$ cat src/rtl/iir_pkg.sv
// Shared definitions for the multi-channel biquad: FSM states, coefficient
// addresses and the accumulator width rule.
package iir_pkg;

    typedef enum logic [2:0] {
        IDLE,
        MAC0,
        MAC1,
        MAC2,
        MAC3,
        MAC4,
        OUT
    } state_t;

    localparam logic [2:0] COEF_A0 = 3'd0;
    localparam logic [2:0] COEF_A1 = 3'd1;
    localparam logic [2:0] COEF_A2 = 3'd2;
    localparam logic [2:0] COEF_B1 = 3'd3;
    localparam logic [2:0] COEF_B2 = 3'd4;

    // Five products of DW x CW bits need three guard bits to never overflow.
    function automatic int acc_width(input int dw, input int cw);
        return dw + cw + 3;
    endfunction

endpackage

$ cat src/rtl/iir_round_sat.sv
// Rounds the wide accumulator to DW bits (nearest, ties toward +inf).
// Build option IIR_SAT_EN: saturate instead of wrapping on overflow.
module iir_round_sat
    import iir_pkg::*;
#(
    parameter int AW   = 19,
    parameter int DW   = 8,
    parameter int FRAC = 6
) (
    input  logic signed [AW-1:0] acc,
    output logic signed [DW-1:0] y
);

    localparam logic signed [AW-1:0] HALF = AW'(1 << (FRAC - 1));

`ifdef IIR_SAT_EN
    localparam logic signed [AW-1:0] YMAX = AW'((1 << (DW - 1)) - 1);
    localparam logic signed [AW-1:0] YMIN = AW'(-(1 << (DW - 1)));

    logic signed [AW-1:0] rounded;

    always_comb begin
        rounded = (acc + HALF) >>> FRAC;
        if (rounded > YMAX) begin
            y = YMAX[DW-1:0];
        end else if (rounded < YMIN) begin
            y = YMIN[DW-1:0];
        end else begin
            y = rounded[DW-1:0];
        end
    end
`else
    always_comb begin
        y = DW'((acc + HALF) >>> FRAC);
    end
`endif

endmodule

$ cat src/rtl/iir_biquad_mc.sv
// Multi-channel programmable biquad sharing one multiplier over five taps.
// Build option IIR_SAT_EN selects saturating output (see iir_round_sat).
module iir_biquad_mc
    import iir_pkg::*;
#(
    parameter int DW   = 8,
    parameter int CW   = 8,
    parameter int FRAC = 6,
    parameter int NCH  = 2,
    parameter int CHW  = (NCH > 1) ? $clog2(NCH) : 1
) (
    input  logic                 clk,
    input  logic                 reset,
    input  logic                 in_valid,
    output logic                 in_ready,
    input  logic signed [DW-1:0] in_data,
    input  logic [CHW-1:0]       in_ch,
    output logic                 out_valid,
    input  logic                 out_ready,
    output logic signed [DW-1:0] out_data,
    output logic [CHW-1:0]       out_ch,
    input  logic                 coef_we,
    input  logic [2:0]           coef_addr,
    input  logic signed [CW-1:0] coef_wdata,
    output logic                 err_ch
);

    localparam int AW = acc_width(DW, CW);

    state_t state, state_next;

    logic signed [AW-1:0] acc, acc_sum, prod;
    logic signed [DW-1:0] x_lat, mul_op, y_new;
    logic signed [CW-1:0] mul_coef;
    logic signed [CW-1:0] coef [5];
    logic [CHW-1:0]       ch_lat;
    logic signed [DW-1:0] xh1 [NCH];
    logic signed [DW-1:0] xh2 [NCH];
    logic signed [DW-1:0] yh1 [NCH];
    logic signed [DW-1:0] yh2 [NCH];
    logic                 ch_ok, accept;

    assign ch_ok  = int'(in_ch) < NCH;
    assign accept = (state == IDLE) && in_valid && ch_ok;

    always_ff @(posedge clk) begin
        if (reset) begin
            state <= IDLE;
        end else begin
            state <= state_next;
        end
    end

    always_comb begin
        state_next = state;
        in_ready   = 1'b0;
        out_valid  = 1'b0;
        case (state)
            IDLE: begin
                in_ready = 1'b1;
                if (accept) state_next = MAC0;
            end
            MAC0: state_next = MAC1;
            MAC1: state_next = MAC2;
            MAC2: state_next = MAC3;
            MAC3: state_next = MAC4;
            MAC4: state_next = OUT;
            OUT: begin
                out_valid = 1'b1;
                if (out_ready) state_next = IDLE;
            end
            default: state_next = IDLE;
        endcase
    end

    // Operand selection for the single shared multiplier, one tap per MAC state.
    always_comb begin
        mul_coef = coef[COEF_A0];
        mul_op   = x_lat;
        case (state)
            MAC1: begin
                mul_coef = coef[COEF_A1];
                mul_op   = xh1[ch_lat];
            end
            MAC2: begin
                mul_coef = coef[COEF_A2];
                mul_op   = xh2[ch_lat];
            end
            MAC3: begin
                mul_coef = coef[COEF_B1];
                mul_op   = yh1[ch_lat];
            end
            MAC4: begin
                mul_coef = coef[COEF_B2];
                mul_op   = yh2[ch_lat];
            end
            default: ;
        endcase
        prod    = AW'(mul_coef) * AW'(mul_op);
        acc_sum = acc + prod;
    end

    // The MAC4 result is rounded straight from acc_sum so the last tap is included.
    iir_round_sat #(
        .AW  (AW),
        .DW  (DW),
        .FRAC(FRAC)
    ) u_round (
        .acc(acc_sum),
        .y  (y_new)
    );

    always_ff @(posedge clk) begin
        if (reset) begin
            acc      <= '0;
            x_lat    <= '0;
            ch_lat   <= '0;
            out_data <= '0;
            out_ch   <= '0;
            err_ch   <= 1'b0;
            coef[COEF_A0] <= CW'(1 << FRAC);
            coef[COEF_A1] <= '0;
            coef[COEF_A2] <= '0;
            coef[COEF_B1] <= '0;
            coef[COEF_B2] <= '0;
            for (int i = 0; i < NCH; i++) begin
                xh1[i] <= '0;
                xh2[i] <= '0;
                yh1[i] <= '0;
                yh2[i] <= '0;
            end
        end else begin
            err_ch <= (state == IDLE) && in_valid && !ch_ok;
            if ((state == IDLE) && coef_we && (coef_addr <= COEF_B2)) begin
                coef[coef_addr] <= coef_wdata;
            end
            if (accept) begin
                x_lat  <= in_data;
                ch_lat <= in_ch;
                acc    <= '0;
            end else if ((state != IDLE) && (state != OUT)) begin
                acc <= acc_sum;
            end
            if (state == MAC4) begin
                out_data     <= y_new;
                out_ch       <= ch_lat;
                xh2[ch_lat]  <= xh1[ch_lat];
                xh1[ch_lat]  <= x_lat;
                yh2[ch_lat]  <= yh1[ch_lat];
                yh1[ch_lat]  <= y_new;
            end
        end
    end

endmodule
$ cat config.mk
export PLATFORM = sky130hd
export DESIGN_NAME = iir_biquad_mc
export DESIGN_NICKNAME = d
export VERILOG_FILES = /design/src/rtl/iir_pkg.sv /design/src/rtl/iir_round_sat.sv /design/src/rtl/iir_biquad_mc.sv
export SDC_FILE = /design/constraint.sdc
export NUM_CORES = 1
export LEC_CHECK = 0
export ABC_AREA = 1
export CAP_MARGIN = 20
export CORE_AREA = 2 2 168 187
export CTS_CLUSTER_DIAMETER = 50
export DETAILED_ROUTE_END_ITERATION = 6
export DIE_AREA = 0 0 170 189
export PLACE_DENSITY_LB_ADDON = 0.05
export SYNTH_ARGS = -nofsm -noshare
export SYNTH_HDL_FRONTEND = slang
export SYNTH_SLANG_ARGS = --single-unit
$ cat constraint.sdc
create_clock -name clk -period 11.22 [get_ports clk]
set_clock_uncertainty 0.2 [all_clocks]
set_input_delay 2.244 -clock clk [delete_from_list [all_inputs] [get_ports clk]]
set_output_delay 2.244 -clock clk [all_outputs]
set_load 0.01 [all_outputs]
==> reports/results.tsv, run 1 <==
stage	metric	value	unit
power	switching_share	45.8	%
setup_path	rrSetupSlack	3.67	ns
cells_and_area	layout_commonest_cell	nand2_1	
cells_and_area	drive_gt1_share	8.37	%
power	clkPwrFrac	20.8	%
cells_and_area	syn_to_final_growth	14.8	%
cts	cts.repair.resized	0	
timing	slew_viol_final	0	
cells_and_area	final_cell_mix	201 x nand2_1, 169 x inv_1, 145 x nor2_1, 104 x edfxtp_1, 60 x fa_1	
route	ant_nets	0	
timing	setup_tns	0	ns
route	route.vias.total	6265	
yosys	avgSynthCellArea	9.10	um^2
setup_path	critPathRequiredTime	11.18	ns
timing	fin_hold_ws	0.270	ns
timing	setup_viol_count_final	0	
power	seqPwrFrac	22.9	%
die	placementRows	67	
setup_path	cp-endpoint	yh1[1][7]	
yosys	synth_edf_count	104	
die	dieArea	0.0321	mm^2
cells_and_area	nFillCells	3188	
cells_and_area	utilization	34.0	%
cts	clock_sinks	140	
route	avgRoutedWirePerCell	16.6	um
yosys	syn_area	0.00894	mm^2
power	p_per_area	264	mW/mm^2
timing	hold_viol_final	0	
cts	path_clk_slew	0.06	ns
setup_path	arrival	7.51	ns
die	coreArea	0.0302	mm^2
route	drc	0	
timing	setup_ws	3.67	ns
cts	cts_tree	done	
cts	h-tree-depth	4	
setup_path	r2r_cells	28	
setup_path	worstSetupPathType	flip-flop to flip-flop	
setup_path	critPathLaunch	state[2]	
cts	cts_setup_buffers	0	
timing	tightestPinTransition	0.958	ns
placed_design	dp_worst_setup_slack	3.65	ns
route	avgViaCountPerCell	4.45	
power	p_switching	1240	uW
yosys	synth_cell_type_count	47	
die	io_pins	37	
setup_path	cpPeakStageDelay	0.77	ns
global_route	grt_pass1_vias	6749	
timing	timing.fmax	0.132	GHz
worst_hold_path	hold_path.class	flip-flop to flip-flop	
timing	rsz0062_at_grt	no	
cts	root_buffer	clkbuf_16	
global_route	grt_max_degree	37	
setup_path	r2r-start	state[2]	
yosys	seq_area_frac_synth	43.0	%
yosys	synthFlopType	edfxtp_1	
cts	postCtsHoldBufs	0	
global_route	antenna_found_initial	0	
cells_and_area	n_antenna_cell	0	
route	wl	23.4	mm
cts	clk_path_buf_depth	2	
yosys	synth_seq_cells	140	
timing	fin_crit	7.55	ns
job	maxCapViolCount	0	
yosys	yosysWarnings	0	
setup_path	cp_common_cell	inv_1	
power	peakVddDrop	0.000159	V
setup_path	crit_slowest_cell	nor2_4	
global_route	grt_pass1_wl	38.2	mm
placed_design	hpwlAfterDp	17.7	mm
die	die_y	189	um
power	p_int	1470	uW
timing	fin_crit_sh	67.3	%
route	drt-pass1-iter-count	4	
power	p_total	2710	uW
cells_and_area	final_nets	1134	
setup_path	r2r_end	yh1[1][7]	
setup_path	cp_max_fo	36	
global_route	groute.usage.overall	15.9	%
die	start_util	29.6	%
power	combPwrFrac	56.3	%
die	fp.dieW	170	um
yosys	async_reset_ff_share	0	%
setup_path	end_kind	flip-flop	
yosys	syn-instance-count	982	
cts	clock_latency	0.42	ns
placed_design	gp_congestion	0.739	
global_route	grt_overflow	0	
power	p_leak	0.00466	uW
timing	relSlewSlack	36.0	%
route	drt_iter0_drc	308	
setup_path	crit_path_start_kind	flip-flop	
outcome	status	finished clean	
cts	cts_buffers	17	
placed_design	io_buffer_count	35	
yosys	syn_nets	1100	
## metal layers
layer	wire length, um	part of all wire [%]	GRT usage [%]	up-vias
met5	0	0	0	-
met4	290	1.2	4.04	0
met3	469	2.0	2.34	19
met2	11700	50	27.6	49
met1	11000	47	20.6	3034
li1	-	-	-	3163
## critical path, delay by kind of cell, from the launching register on
kind | cells | cell delay (ns)
AO/OA/AOI/OAI | 5 | 0.99
adder cells (fa/ha/maj) | 6 | 2.66
buffers and inverters | 7 | 0.76
flip-flops | 1 | 0.70
AND/OR/NAND/NOR | 10 | 1.95
## cell usage after synthesis, types with 4 or more instances
| master | instances | area share (%) |
|---|---|---|
| a22o_1 | 4 | 0.39 |
| nor2_1 | 145 | 6.1 |
| inv_1 | 169 | 7.1 |
| nor3_1 | 4 | 0.22 |
| nand2_4 | 6 | 0.76 |
| clkinv_1 | 4 | 0.17 |
| dfxtp_1 | 36 | 8.1 |
| nand3_1 | 17 | 0.95 |
| xor2_1 | 13 | 1.3 |
| nand2_1 | 201 | 8.4 |
| nand2_2 | 15 | 1.0 |
| ha_1 | 33 | 4.6 |
| o21ai_0 | 30 | 1.7 |
| clkbuf_1 | 11 | 0.46 |
| a221oi_1 | 7 | 0.69 |
| buf_6 | 5 | 0.63 |
| nand3_2 | 6 | 0.67 |
| buf_2 | 9 | 0.50 |
| fa_1 | 60 | 13 |
| nand4_1 | 9 | 0.63 |
| edfxtp_1 | 104 | 35 |
| a21oi_1 | 36 | 2.0 |
| nor2_2 | 5 | 0.35 |
| o211ai_1 | 11 | 0.92 |
| xnor2_1 | 5 | 0.49 |
## kinds of logic after synthesis
logic type | count (synthesis) | share of synthesized area, %
xor+xnor | 18 | 1.76
compound gates | 100 | 6.84
simple gates | 423 | 20.9
buf+inv | 206 | 9.29
other cells | 1 | 0.0419
fa+ha+maj | 93 | 18.1
flops | 140 | 43.0
mux | 1 | 0.112
## state kept, by name, summed over array words and instances (netlist names), named ones only
register,count
coef,40
xh1,16
xh2,16
yh1,16
yh2,16
acc,14
out_data,8
x_lat,8
state,3
ch_lat,1
out_ch,1
## cell type report
| cell class | count | area (um^2) | share of cell area, % |
|---|---|---|---|
| well taps | 379 | 474 | 4.62 |
| clock inverters | 14 | 154 | 1.50 |
| inverters | 178 | 673 | 6.56 |
| clock buffers | 17 | 425 | 4.14 |
| multi-input cells | 636 | 4270 | 41.6 |
| flip-flops and latches | 140 | 3840 | 37.4 |
| repair buffers | 43 | 430 | 4.19 |
## power groups by stage
stage / clock, uW / sequential [uW] / combinational [uW]
after CTS: 575 / 622 / 1570
after detailed placement: 0 / 633 / 1550
after floorplan: 0 / 619 / 1150
after global routing: 594 / 627 / 1780
final: 564 / 620 / 1520
after global placement: 0 / 633 / 1560
## worst min-delay path by stage
stage,start,endpoint,slack [ns],cells past startpoint
6_report,out_ch,out_ch,0.27,2
5_1_grt,out_ch,out_ch,0.31,2
4_1_cts,out_ch,out_ch,0.27,2
3_5_place_dp,out_ch,out_ch,0.26,2
3_3_place_gp,acc[0],acc[0],0.26,2
2_1_floorplan,acc[0],acc[0],0.25,2
## stage by stage
stage,cells,instance area (um^2)
2_1_floorplan,982,8940
3_3_place_gp,1375,9660
3_5_place_dp,1375,9660
4_1_cts,1406,10200
5_1_grt,1407,10300
6_report,1407,10300
No activity file was read; power rests on OpenSTA's default activity.
==> run 2: changes to the inputs <==
Clock period 11.22 ns to 6.68 ns, I/O delays scaled along.
==> run 2 against run 1 <==
Effect of this change: count of clock-buffer cells in the layout is 1 higher; wire length is 6.9% higher; largest power group unchanged; combinational power is 120% higher; sequential share of layout area is 2.4 points lower; critical path depth is 3 higher.
==> reports/results.tsv, run 2 (same netlist as run 1, synthesis figures left out) <==
stage	metric	value	unit	change
cells_and_area	final_nets	1195		was 1,134
timing	relSlewSlack	47.3	%	was 36.0%
cts	clk_path_buf_depth	2		unchanged
setup_path	cpPeakStageDelay	0.54	ns	was 0.77 ns
global_route	grt_max_degree	35		was 37
setup_path	cp_max_fo	7		was 36
timing	timing.fmax	0.157	GHz	was 0.132 GHz
cells_and_area	stdcell_count	1469		was 1,407
die	dieArea	0.0321	mm^2	unchanged
cells_and_area	final_cell_mix	200 x nand2_1, 166 x inv_1, 143 x nor2_1, 104 x edfxtp_1		was 201 x nand2_1, 169 x inv_1, 145 x nor2_1, 104 x edfxtp_1, 60 x fa_1
route	ant_nets	0		unchanged
setup_path	critPathRequiredTime	6.63	ns	was 11.18 ns
global_route	groute.usage.overall	16.4	%	was 15.9%
route	wl	25.0	mm	was 23.4 mm
global_route	grt_pass1_vias	6942		was 6,749
route	avgRoutedWirePerCell	17.0	um	was 16.6 um
setup_path	r2r_end	yh1[0][6]		was yh1[1][7]
cts	cts_tree	done		unchanged
timing	setup_viol_count_final	0		unchanged
setup_path	crit_path_start_kind	flip-flop		unchanged
die	placementRows	67		unchanged
timing	setup_ws	0.321	ns	was 3.67 ns
setup_path	r2r-start	state[1]		was state[2]
setup_path	crit_slowest_cell	fa_1		was nor2_4
cts	h-tree-depth	4		unchanged
cts	cts_buffers	17		unchanged
route	drc	0		unchanged
die	fp.dieW	170	um	unchanged
die	start_util	29.6	%	unchanged
cells_and_area	drive_gt1_share	16.9	%	was 8.37%
setup_path	r2r_cells	31		was 28
die	die_y	189	um	unchanged
route	avgViaCountPerCell	4.48		was 4.45
setup_path	end_kind	flip-flop		unchanged
setup_path	worstSetupPathType	flip-flop to flip-flop		unchanged
timing	fin_crit_sh	95.2	%	was 67.3%
outcome	status	finished clean		unchanged
setup_path	cp-endpoint	yh1[0][6]		was yh1[1][7]
timing	fin_hold_ws	0.270	ns	about the same
timing	hold_viol_final	0		unchanged
die	coreArea	0.0302	mm^2	unchanged
placed_design	hpwlAfterDp	18.8	mm	was 17.7 mm
placed_design	dp_worst_setup_slack	-0.135	ns	was 3.65 ns
power	p_per_area	482	mW/mm^2	was 264 mW/mm^2
setup_path	rrSetupSlack	0.32	ns	was 3.67 ns
power	p_leak	0.00501	uW	was 0.00466 uW
worst_hold_path	hold_path.class	flip-flop to flip-flop		unchanged
cells_and_area	max_flop_register	coef		unchanged
cts	clock_latency	0.43	ns	was 0.42 ns
cells_and_area	largest_reg_flops	40		unchanged
cells_and_area	nFillCells	3153		was 3,188
global_route	grt_pass1_wl	39.5	mm	was 38.2 mm
route	drt-pass1-iter-count	4		unchanged
timing	slew_viol_final	0		unchanged
cells_and_area	layout_commonest_cell	nand2_1		unchanged
power	p_total	5300	uW	was 2710 uW
timing	tightestPinTransition	0.788	ns	was 0.958 ns
route	drt_iter0_drc	343		was 308
die	io_pins	37		unchanged
cts	path_clk_slew	0.06	ns	about the same
cts	clock_sinks	140		unchanged
route	route.vias.total	6579		was 6,265
cells_and_area	syn_to_final_growth	22.9	%	was 14.8%
job	maxCapViolCount	0		unchanged
global_route	grt_overflow	0		unchanged
placed_design	io_buffer_count	35		unchanged
cts	root_buffer	clkbuf_16		unchanged
worst_hold_path	min_from	acc[0]		was out_ch
global_route	antenna_found_initial	0		unchanged
placed_design	gp_congestion	0.771		was 0.739
setup_path	critPathLaunch	state[1]		was state[2]
placed_design	dpl.cell_count	1418		was 1,375
timing	rsz0062_at_grt	yes		was no
setup_path	arrival	6.31	ns	was 7.51 ns
power	peakVddDrop	0.000440	V	was 0.000159 V
timing	fin_crit	6.36	ns	was 7.55 ns
cells_and_area	n_antenna_cell	0		unchanged
## run 2: cell count changes in the layout (fill, tap and decap cells not counted), sizes merged
cell,previous run,this run
buf,8,68
clkbuf,17,19
inv,174,175
clkinv,11,10
## run 2: worst min-delay path by stage
stage | endpoint | cells after the start
2_1_floorplan | acc[0] | 2
3_5_place_dp | acc[0] | 2
5_1_grt | acc[0] | 2
6_report | acc[0] | 2
3_3_place_gp | acc[0] | 2
4_1_cts | acc[0] | 2
## run 2: final cells by class
class / instances / area (um^2) / area share [%]
multi-input cells: 636 / 4440 / 40.4
clock buffers: 18 / 429 / 3.91
well taps: 379 / 474 / 4.32
flip-flops and latches: 140 / 3850 / 35.1
inverters: 178 / 677 / 6.16
clock inverters: 14 / 170 / 1.55
repair buffers: 104 / 942 / 8.57
## run 2: report_power, final
group | switching, uW | total [uW] | internal, uW
Combinational | 1930 | 3280 | 1350
Sequential | 44.2 | 1040 | 997
Clock | 392 | 980 | 588
Total | 2360 | 5300 | 2940
## run 2: worst max-delay path: cells and delay by family, from the launching register on
family	cells	cell delay, ns
AO/OA/AOI/OAI	4	0.65
XOR/XNOR	2	0.33
adder cells (fa/ha/maj)	6	2.71
buffers and inverters	11	1.09
flip-flops	1	0.36
AND/OR/NAND/NOR	8	0.72
## run 2: layer usage
metal / vias to the layer above / GRT usage, % / part of all wire, % / wire length [um]
met5: - / 0 / 0 / 0
met4: 0 / 4.31 / 0.86 / 216
met3: 8 / 2.38 / 1.5 / 368
met2: 46 / 28.4 / 50 / 12600
met1: 3243 / 21.6 / 47 / 11800
li1: 3282 / - / - / -
## run 2: what timing repair did
action	in CTS	in global routing
setup endpoints to repair	6	19
cloned	0	1
setup buffers	0	18
gates resized for setup	3	43
hold buffers	0	0
pin swaps	0	18
## run 2: through the flow
stage | utilization [%] | TNS (ns) | instance area [um^2]
6_report | 36.4 | 0 | 11000
3_5_place_dp | 33.2 | -0.337 | 10000
5_1_grt | 36.4 | -0.210 | 11000
4_1_cts | 35.2 | 0 | 10600
2_1_floorplan | - | 0 | 8940
3_3_place_gp | 33.2 | -0.641 | 10000
==> run 3: changes to the inputs <==
Settings changed: CAP_MARGIN 20 to default, CORE_AREA 2 2 168 187 to 2 2 161 195, DIE_AREA 0 0 170 189 to 0 0 163 197, REMOVE_ABC_BUFFERS from default to 1.
==> run 3 against run 2 <==
Effect of this change: maximum frequency up 0.72%; power grew 1.9%; die area about the same; final cell count up 2.0%; critical path depth down 3; flip-flop and latch count unchanged; via count increased by 0.44%; cell area grew 0.48%; highest routed layer unchanged.
==> reports/results.tsv, run 3 (same netlist as run 1, synthesis figures left out) <==
stage	metric	value	unit	change
outcome	status	finished clean		unchanged
route	avgViaCountPerCell	4.41		was 4.48
setup_path	cpPeakStageDelay	0.54	ns	about the same
timing	fin_crit	6.31	ns	was 6.36 ns
cts	clock_latency	0.42	ns	was 0.43 ns
cells_and_area	final_nets	1207		was 1,195
setup_path	r2r_end	yh1[0][7]		was yh1[0][6]
worst_hold_path	hold_path.class	flip-flop to flip-flop		unchanged
cells_and_area	layout_commonest_cell	nand2_1		unchanged
power	p_switching	2340	uW	was 2360 uW
timing	hold_viol_final	0		unchanged
route	ant_nets	0		unchanged
global_route	grt_pass1_vias	7002		was 6,942
die	placementRows	70		was 67
power	seqPwrFrac	19.3	%	was 19.6%
route	drt_iter0_drc	284		was 343
cts	clk_path_buf_depth	2		unchanged
placed_design	hpwlAfterDp	19.5	mm	was 18.8 mm
power	clkPwrFrac	18.0	%	was 18.5%
setup_path	cp_common_cell	fa_1		
power	p_per_area	489	mW/mm^2	was 482 mW/mm^2
route	dr_wl_met2	13.5	mm	was 12.6 mm
setup_path	cp_max_fo	7		unchanged
route	drt-pass1-iter-count	5		was 4
timing	tightestPinTransition	0.717	ns	was 0.788 ns
timing	setup_viol_count_final	0		unchanged
power	switching_share	43.3	%	was 44.6%
timing	fin_hold_ws	0.268	ns	was 0.270 ns
global_route	groute.usage.overall	16.8	%	was 16.4%
cells_and_area	stdcell_count	1498		was 1,469
setup_path	arrival	6.27	ns	was 6.31 ns
die	io_pins	37		unchanged
cells_and_area	largest_reg_flops	40		unchanged
setup_path	critPathRequiredTime	6.63	ns	about the same
global_route	grt_pass1_wl	40.0	mm	was 39.5 mm
placed_design	io_buffer_count	35		unchanged
die	die_y	197	um	was 189 um
power	p_leak	0.00507	uW	was 0.00501 uW
die	dieArea	0.0321	mm^2	about the same
cells_and_area	n_antenna_cell	0		unchanged
setup_path	crit_slowest_cell	fa_1		unchanged
timing	relSlewSlack	52.1	%	was 47.3%
route	met3_length	507	um	was 368 um
cells_and_area	syn_to_final_growth	23.5	%	was 22.9%
job	maxCapViolCount	0		unchanged
cells_and_area	nFillCells	3139		was 3,153
setup_path	rrSetupSlack	0.37	ns	was 0.32 ns
cells_and_area	final_cell_mix	201 x nand2_1, 168 x inv_1, 144 x nor2_1, 104 x edfxtp_1, 75 x buf_4		was 200 x nand2_1, 166 x inv_1, 143 x nor2_1, 104 x edfxtp_1
timing	slew_viol_final	0		unchanged
timing	fin_crit_sh	94.5	%	was 95.2%
worst_hold_path	min_from	acc[0]		unchanged
worst_hold_path	min_path_cells	2		unchanged
setup_path	worstSetupPathType	flip-flop to flip-flop		unchanged
placed_design	gp_congestion	0.793		was 0.771
die	start_util	29.6	%	about the same
route	route.vias.total	6608		was 6,579
cells_and_area	seqCellArea	0.00386	mm^2	was 0.00385 mm^2
setup_path	r2r-start	state[0]		was state[1]
cts	postCtsHoldBufs	0		unchanged
global_route	grt_max_degree	34		was 35
power	peakVddDrop	0.000277	V	was 0.000440 V
cts	cts_tree	done		unchanged
route	avgRoutedWirePerCell	16.9	um	was 17.0 um
die	coreArea	0.0302	mm^2	about the same
power	combPwrFrac	62.7	%	was 61.9%
cts	root_buffer	clkbuf_16		unchanged
setup_path	end_kind	flip-flop		unchanged
power	p_int	3060	uW	was 2940 uW
placed_design	dpl.cell_count	1454		was 1,418
timing	timing.fmax	0.158	GHz	was 0.157 GHz
setup_path	crit_path_start_kind	flip-flop		unchanged
cts	h-tree-depth	4		unchanged
cells_and_area	max_flop_register	coef		unchanged
route	drc	0		unchanged
route	wl_met1	11.0	mm	was 11.8 mm
route	wl	25.3	mm	was 25.0 mm
global_route	grt_overflow	0		unchanged
cts	cts_buffers	17		unchanged
cts	clock_sinks	140		unchanged
cells_and_area	drive_gt1_share	16.5	%	was 16.9%
cts	path_clk_slew	0.06	ns	about the same
worst_hold_path	holdPathEnd	acc[0]		unchanged
global_route	antenna_found_initial	0		unchanged
route	routed.top_layer	met4		unchanged
die	fp.dieW	163	um	was 170 um
setup_path	r2r_cells	28		was 31
cells_and_area	multi_input_area	0.00440	mm^2	was 0.00444 mm^2
## run 3: cell count changes in the layout (fill, tap and decap cells not counted), sizes merged
cell,delta
buf,+13
clkbuf,+2
clkinvlp,-1
inv,+1
clkinv,-3
## run 3: timing repair
action                     in CTS  in global routing
cloned                          0                  0
pin swaps                       2                 17
resized for setup               2                 34
setup buffers                   0                 12
setup endpoints to repair      12                 18
## run 3: area by class of cell
type	count	share of cell area (%)
clock buffer	21	4.08
clock inverter	11	1.31
inverter	178	6.12
multi-input combinational	636	39.9
sequential	140	34.9
tap	396	4.49
timing repair buffer	116	9.20
## run 3: worst max-delay path: cells and delay by family, from the launching register on
kind	cells	cell delay (ns)
AO/OA/AOI/OAI	4	0.89
buffers and inverters	6	0.52
XOR/XNOR	1	0.26
AND/OR/NAND/NOR	11	0.98
adder cells (fa/ha/maj)	6	2.76
flip-flops	1	0.41
## run 3: how the worst max path moves through the flow
stage / from / endpoint / slack [ns] / depth (start not counted)
2_1_floorplan: flip-flop / yh1[1][7] / -0.02 / 31
3_3_place_gp: state[1] / yh1[1][7] / -0.09 / 27
3_5_place_dp: state[2] / yh1[0][7] / -0.09 / 31
4_1_cts: flip-flop / yh1[0][7] / 0.02 / 27
5_1_grt: state[0] / yh1[0][7] / -0.01 / 29
6_report: state[0] / yh1[0][7] / 0.37 / 28
## run 3: metrics by stage
stage,power (uW),instance area [um^2],worst slack (ns),TNS [ns],utilization (%)
global route,5970,11000,-0.0130,-0.0183,36.5
detailed placement,4240,10200,-0.0861,-0.549,33.7
global placement,4270,10200,-0.0897,-0.568,33.7
CTS,5260,10800,0.0244,0,35.7
floorplan,2960,8780,-0.0236,-0.0467,-
finish,5400,11000,0.367,0,36.5
## run 3: power by group through the flow
stage	Combinational [uW]	Sequential, uW	Clock [uW]
final	3390	1040	975
after global placement	3210	1060	0
after detailed placement	3180	1060	0
after floorplan	1910	1050	0
after CTS	3230	1040	993
after global routing	3890	1050	1040
## run 3: routing by layer
layer	track usage [%]	vias up
li1	-	3309
met1	20.5	3226
met2	30.8	61
met3	2.48	12
met4	4.06	0
met5	0	-
==> variant 1, RTL diff (flow settings as in run 2) <==
The option `IIR_SAT_EN` is turned on by a define.
--- a/src/rtl/iir_round_sat.sv
+++ b/src/rtl/iir_round_sat.sv
@@ -2,2 +2,4 @@
 // Build option IIR_SAT_EN: saturate instead of wrapping on overflow.
+`define IIR_SAT_EN
+
 module iir_round_sat
Check against the original RTL: not equivalent (a bounded check fails within 10 cycles, from zero or initial values and one cycle with reset high).
==> variant 1 against run 2 <==
Critical path depth rose by 9. Sequential cell count rose by 5. Largest cell class unchanged. Wire length rose by 14%. Maximum frequency fell by 4.1%. Synthesized area rose by 15%. Die area did not move. Worst setup slack got worse by 0.27 ns. Sequential share of layout area fell by 7.4 points. Design area rose by 30%.
Power is not shown: default switching activity piles up to over one toggle a cycle in this logic, so the estimate is an artifact.
==> variant 1: results (changes against run 2) <==
Logic synthesis
  • Largest cells by area after synthesis: edfxtp_1 (30%), fa_1 (16%), inv_1 (9.0%) (was edfxtp_1 (35%), fa_1 (13%), nand2_1 (8.4%))
  • Post-Syn Nets: 1,344 (was 1,100)
  • Synth cell types: 40 (was 47)
  • Async S/R FF share, synth: 0% (unchanged)
  • Seq/Total Area, Yosys: 38.22% (was 42.99%)
  • Leading cell types by count after synthesis: inv_1 (248), nand2_1 (226), nor2_1 (161) (was nand2_1 (201), inv_1 (169), nor2_1 (145))

Drt
  • DR vias: 8,386 (was 6,579)
  • DR WL/cell: 15.65 um (was 17.05 um)
  • 1st-iter DRT viols: 435 (was 343)

Worst setup path
  • Crit path DAT: 6.60 ns (was 6.31 ns)
  • Reg-to-Reg Start: state[2]$_SDFFE_PP0P_ (was state[1]$_SDFFE_PP0P_)
  • Max FO, Critical Path: 5 (was 7)
  • Worst reg-to-reg path cell count: 40 (was 31)
  • CP peak stage delay: 0.52 ns (was 0.54 ns)
  • RR Endpoint: yh1[1][0]$_SDFFCE_PN0P_ (was yh1[0][6]$_SDFFCE_PN0P_)
  • FF-to-FF setup slack: 0.05 ns (was 0.32 ns)

Place
  • DPL Wire Length: 21,750 um (was 18,790 um)
  • Placer Congestion: 0.8150 (was 0.7705)
  • Port Buf Inserts: 35 (unchanged)

Clock tree
  • Clock transition at the registers of the reported paths: 0.06 ns (about the same)
  • Num CTS Buffers: 17 (unchanged)
  • Clk root buf: clkbuf_16 (unchanged)

STA
  • Worst Tran Pin Value: 0.8124 ns (was 0.7882 ns)
  • Hold WS: 0.2698 ns (was 0.2701 ns)

GRT
  • Tot GR Track Use: 19.01% (was 16.44%)
  • Global-route wire length before repair: 47,110 um (was 39,510 um)
  • Number of global-route vias before repair: 8,719 (was 6,942)
  • Largest net degree at the start of global routing: 34 (was 35)

Final layout
  • # nets final: 1,580 (was 1,195)
  • Ant diodes: 0 (unchanged)
  • Share of post-route cells with drive strength above 1: 32.38% (was 16.88%)
  • Fill cells: 2,970 (was 3,153)

Outcome
  • Status: finished, final reports clean (unchanged)
[variant 1: cell count changes in the layout (fill, tap and decap cells not counted), sizes merged, moves of 8 or more]
cell	change
nor2	+10
buf	+140
mux2	+13
o21a	+8
o22ai	+8
nand3	+28
fa	+25
a22o	+8
nand2	+11
inv	+85
ha	+11
[variant 1: layout make-up]
class	count	area (sq um)	share of cell area, %
clock inverters	14	151.4	1.059
clock buffers	18	429.2	3.002
multi-input cells	764	6266	43.83
flip-flops and latches	145	3951	27.64
repair buffers	244	2064	14.44
well taps	379	474.2	3.317
inverters	254	960.9	6.721
[variant 1: how the worst max path moves through the flow]
stage	from	endpoint	slack [ns]	depth (start not counted)
global route	register	yh1[1][6]$_SDFFCE_PN0P_	-0.33	39
finish	state[2]$_SDFFE_PP0P_	yh1[1][0]$_SDFFCE_PN0P_	0.05	40
global placement	state[0]$_SDFFE_PP0P_	yh1[0][5]$_SDFFCE_PN0P_	-0.59	37
floorplan	register	yh1[0][4]$_SDFFCE_PN0P_	0.06	35
detailed placement	state[0]$_SDFFE_PP0P_	yh1[1][5]$_SDFFCE_PN0P_	-0.46	37
CTS	register	yh1[1][5]$_SDFFCE_PN0P_	-0.005	36
[variant 1: cell families after synthesis]
logic type | after synthesis | share of synthesized area [%]
AO/OA/AOI/OAI | 134 | 8.123
XOR/XNOR | 11 | 0.9335
adder cells (fa/ha/maj) | 129 | 21.82
buffers and inverters | 282 | 10.43
flip-flops | 145 | 38.22
multiplexers | 16 | 1.710
other | 1 | 0.03634
AND/OR/NAND/NOR | 472 | 18.73
[variant 1: critical path: cells and delay by family, from the launching register on]
family                   cells  cell delay (ns)
AO/OA/AOI/OAI                2             0.47
adder cells (fa/ha/maj)      6             2.79
buffers and inverters       12             1.00
flip-flops                   1             0.36
AND/OR/NAND/NOR             20             1.56
[variant 1: metrics by stage]
stage	setup slack, ns	std cells	setup TNS [ns]	instance area (sq um)	util [%]
2_1_floorplan	0.05928	1190	0	10360	-
3_3_place_gp	-0.5941	1754	-13.31	12440	41.22
3_5_place_dp	-0.4563	1754	-10.04	12440	41.22
4_1_cts	-0.005044	1810	-0.01896	13790	45.70
5_1_grt	-0.3250	1818	-6.736	14300	47.38
6_report	0.05108	1818	0	14300	47.38
[variant 1: repair_timing]
action | CTS | global route
hold buffers | 0 | 0
pin swaps | 65 | 69
endpoints found under the setup margin | 24 | 24
resized for setup | 145 | 117
cloned | 2 | 0
setup buffers | 24 | 8
[variant 1: per-layer routing]
layer / vias up / GRT usage, % / part of all wire, %
li1: 4246 / - / -
met3: 29 / 2.007 / 1.5
met4: 0 / 5.293 / 1.8
met2: 67 / 33.49 / 51
met5: - / 0 / 0
met1: 4044 / 24.79 / 46
==> variant 2, RTL diff (config.mk and constraints of run 2) <==
Without the edit above. Reset style: asynchronous (`reset`), changed in 2 clocked blocks.
--- a/src/rtl/iir_biquad_mc.sv
+++ b/src/rtl/iir_biquad_mc.sv
@@ -45,3 +45,3 @@
 
-    always_ff @(posedge clk) begin
+    always_ff @(posedge clk or posedge reset) begin
         if (reset) begin
@@ -112,3 +112,3 @@
 
-    always_ff @(posedge clk) begin
+    always_ff @(posedge clk or posedge reset) begin
         if (reset) begin
Check against the original RTL: differs if reset is asserted again (counterexample within 4 cycles, from zero or initial values and one cycle with reset high); with reset held inactive, the same outputs for 4 cycles.
==> variant 2 against run 2 <==
Count of clock-buffer cells in the layout did not move. Design area shrank 2.9%. Synthesized area shrank 2.2%. Worst setup slack better by 0.061 ns. Sequential share of layout area fell by 2.4 points. Wire length is 0.54% lower. Non-clock buffer count fell by 10. Sequential cell count is 1 lower. First-iteration DRC count increased by 8.5%. Critical path type unchanged. Largest cell class unchanged. Highest routed layer unchanged.
Power is not shown: default switching activity piles up to over one toggle a cycle in this logic, so the estimate is an artifact.
==> variant 2: results (changes against run 2) <==
Drt
  • DR vias: 6,799 (was 6,579)
  • 1st-iter DRT viols: 372 (was 343)
  • WL final: 24,910 um (was 25,040 um)
  • TritonRoute pass-1 iters: 4 (unchanged)

Worst setup path
  • Worst reg-to-reg path cell count: 27 (was 31)
  • FF-to-FF setup slack: 0.38 ns (was 0.32 ns)
  • RR Endpoint: yh1[6]$_DFFE_PP0P_ (was yh1[0][6]$_SDFFCE_PN0P_)
  • Slowest stage cell, crit path: fa_1 (unchanged)
  • Max FO, Critical Path: 9 (was 7)
  • CP peak stage delay: about 0.55 ns
  • Reg-to-Reg Start: state[1]$_DFFE_PP0P_ (was state[1]$_SDFFE_PP0P_)

Hold path
  • WHS Path Cells: 2 (unchanged)
  • Hold_sp: xh2[7]$_DFFE_PP0P_ (was acc[0]$_SDFFE_PP0P_)
  • Min-Delay Endpoint: xh2[7]$_DFFE_PP0P_ (was acc[0]$_SDFFE_PP0P_)
  • Worst hold path class: reg2reg (unchanged)

Clock tree
  • Latest clock arrival within the worst-skew pair: 0.44 ns
  • CTS H-tree depth: 4 (unchanged)
  • Clk root buf: clkbuf_16 (unchanged)
  • Longest Clk Path Bufs: 2 (unchanged)
  • Num CTS Buffers: 17 (unchanged)
  • Clock transition at the registers of the reported paths: 0.07 ns

GRT
  • Initial antenna violation count: 0 (unchanged)
  • Number of global-route vias before repair: 6,895 (was 6,942)
  • Largest net degree at the start of global routing: 101 (was 35)
  • Tot GR Track Use: 16.55% (was 16.44%)
  • Global-route wire length before repair: 40,420 um (was 39,510 um)

Final layout
  • # nets final: 1,243 (was 1,195)
  • Share of post-route cells with drive strength above 1: 12.92% (was 16.88%)
  • Max reg flops: 40 (unchanged)
  • Ant diodes: 0 (unchanged)
  • Fill cells: 3,190 (was 3,153)
  • Top reg by flops: coef (unchanged)

Logic synthesis
  • Synth cell types: 40 (was 47)
  • Async S/R FF share, synth: 100.0% (was 0%)
  • Largest cells by area after synthesis: dfrtp_1 (40%), nand2_1 (14%), fa_1 (14%) (was edfxtp_1 (35%), fa_1 (13%), nand2_1 (8.4%))
  • Leading cell types by count after synthesis: nand2_1 (324), inv_1 (175), dfrtp_1 (138) (was nand2_1 (201), inv_1 (169), nor2_1 (145))
  • Ys flop type: dfrtp_1 (was edfxtp_1)
  • Seq/Total Area, Yosys: 39.81% (was 42.99%)
  • Warnings from Yosys: 0 (unchanged)

Outcome
  • Status: finished, final reports clean (unchanged)

Place
  • Pre-CTS setup slack: -0.003574 ns (was -0.1349 ns)
  • DPL Wire Length: 18,700 um (was 18,790 um)
  • Port Buf Inserts: 35 (unchanged)
  • Placer Congestion: 0.7680 (was 0.7705)

STA
  • Crit path time final: 6.298 ns (was 6.359 ns)
  • Slew margin rel.: 33.95% (was 47.32%)
## variant 2: changes by cell type after synthesis, moves of 12 or more
cell,delta
a21oi_1,-20
clkbuf_1,+14
dfrtp_1,+138
dfxtp_1,-36
edfxtp_1,-104
nand2_1,+123
nand2_2,-12
nor2_1,-125
o21ai_0,+100
o22ai_1,+15
## variant 2: worst max path at each step
stage	start	depth (start not counted)	to
after floorplan	state[2]$_DFFE_PP0P_	31	out_data[7]$_DFFE_PP0N_
after global placement	ch_lat$_DFFE_PP0P_	28	yh1[15]$_DFFE_PP0P_
after detailed placement	state[2]$_DFFE_PP0P_	28	yh1[6]$_DFFE_PP0P_
after CTS	state[2]$_DFFE_PP0P_	27	yh1[14]$_DFFE_PP0P_
after global routing	state[1]$_DFFE_PP0P_	27	yh1[14]$_DFFE_PP0P_
final	state[1]$_DFFE_PP0P_	27	yh1[6]$_DFFE_PP0P_
## variant 2: timing repair
item | CTS | global route
pin swaps | 1 | 9
setup buffers | 0 | 8
setup endpoints to repair | 1 | 20
gates cloned | 0 | 1
gates resized for setup | 1 | 41
## variant 2: layer usage
layer / track usage [%] / wire length [um]
met1: 24.63 / 12890
met2: 24.74 / 11000
met3: 2.738 / 599
met4: 4.701 / 422
met5: 0 / 0
## variant 2: logic make-up (layout without fill, tap and decap cells)
kind of cell	after synthesis	in the layout	share of synthesized area [%]
AOI/OAI and AO/OA	193	193	12.50
xor gates and xnor gates	13	13	1.303
adders and majority gates	93	93	18.47
buffers and inverters	217	310	9.562
DFF	139	139	39.81
other	1	1	0.04290
and+or+nand+nor	388	389	18.32
## variant 2: metrics by stage
stage / util (%) / hold slack [ns] / area (sq um) / std cells
3_3_place_gp: 32.55 / 0.2624 / 9824 / 1475
5_1_grt: 35.36 / 0.2992 / 10670 / 1517
2_1_floorplan: - / 0.2448 / 8741 / 1044
6_report: 35.36 / 0.2787 / 10670 / 1517
3_5_place_dp: 32.55 / 0.2648 / 9824 / 1475
4_1_cts: 34.54 / 0.2821 / 10420 / 1507
## variant 2: area by class of cell
type,instances,share of cell area [%]
clock buffer,18,4.115
inverter,184,6.589
timing repair buffer,94,7.621
tap,379,4.444
clock inverter,14,1.489
multi-input combinational,689,43.12
sequential,139,32.62
## variant 2: worst max-delay path: cells and delay by family, from the launching register on
| family | cells | cell delay, ns |
|---|---|---|
| buffers and inverters | 7 | 0.76 |
| adders and majority gates | 6 | 2.90 |
| xor gates and xnor gates | 2 | 0.39 |
| and+or+nand+nor | 9 | 1.05 |
| AOI/OAI and AO/OA | 3 | 0.50 |
| DFF | 1 | 0.38 |
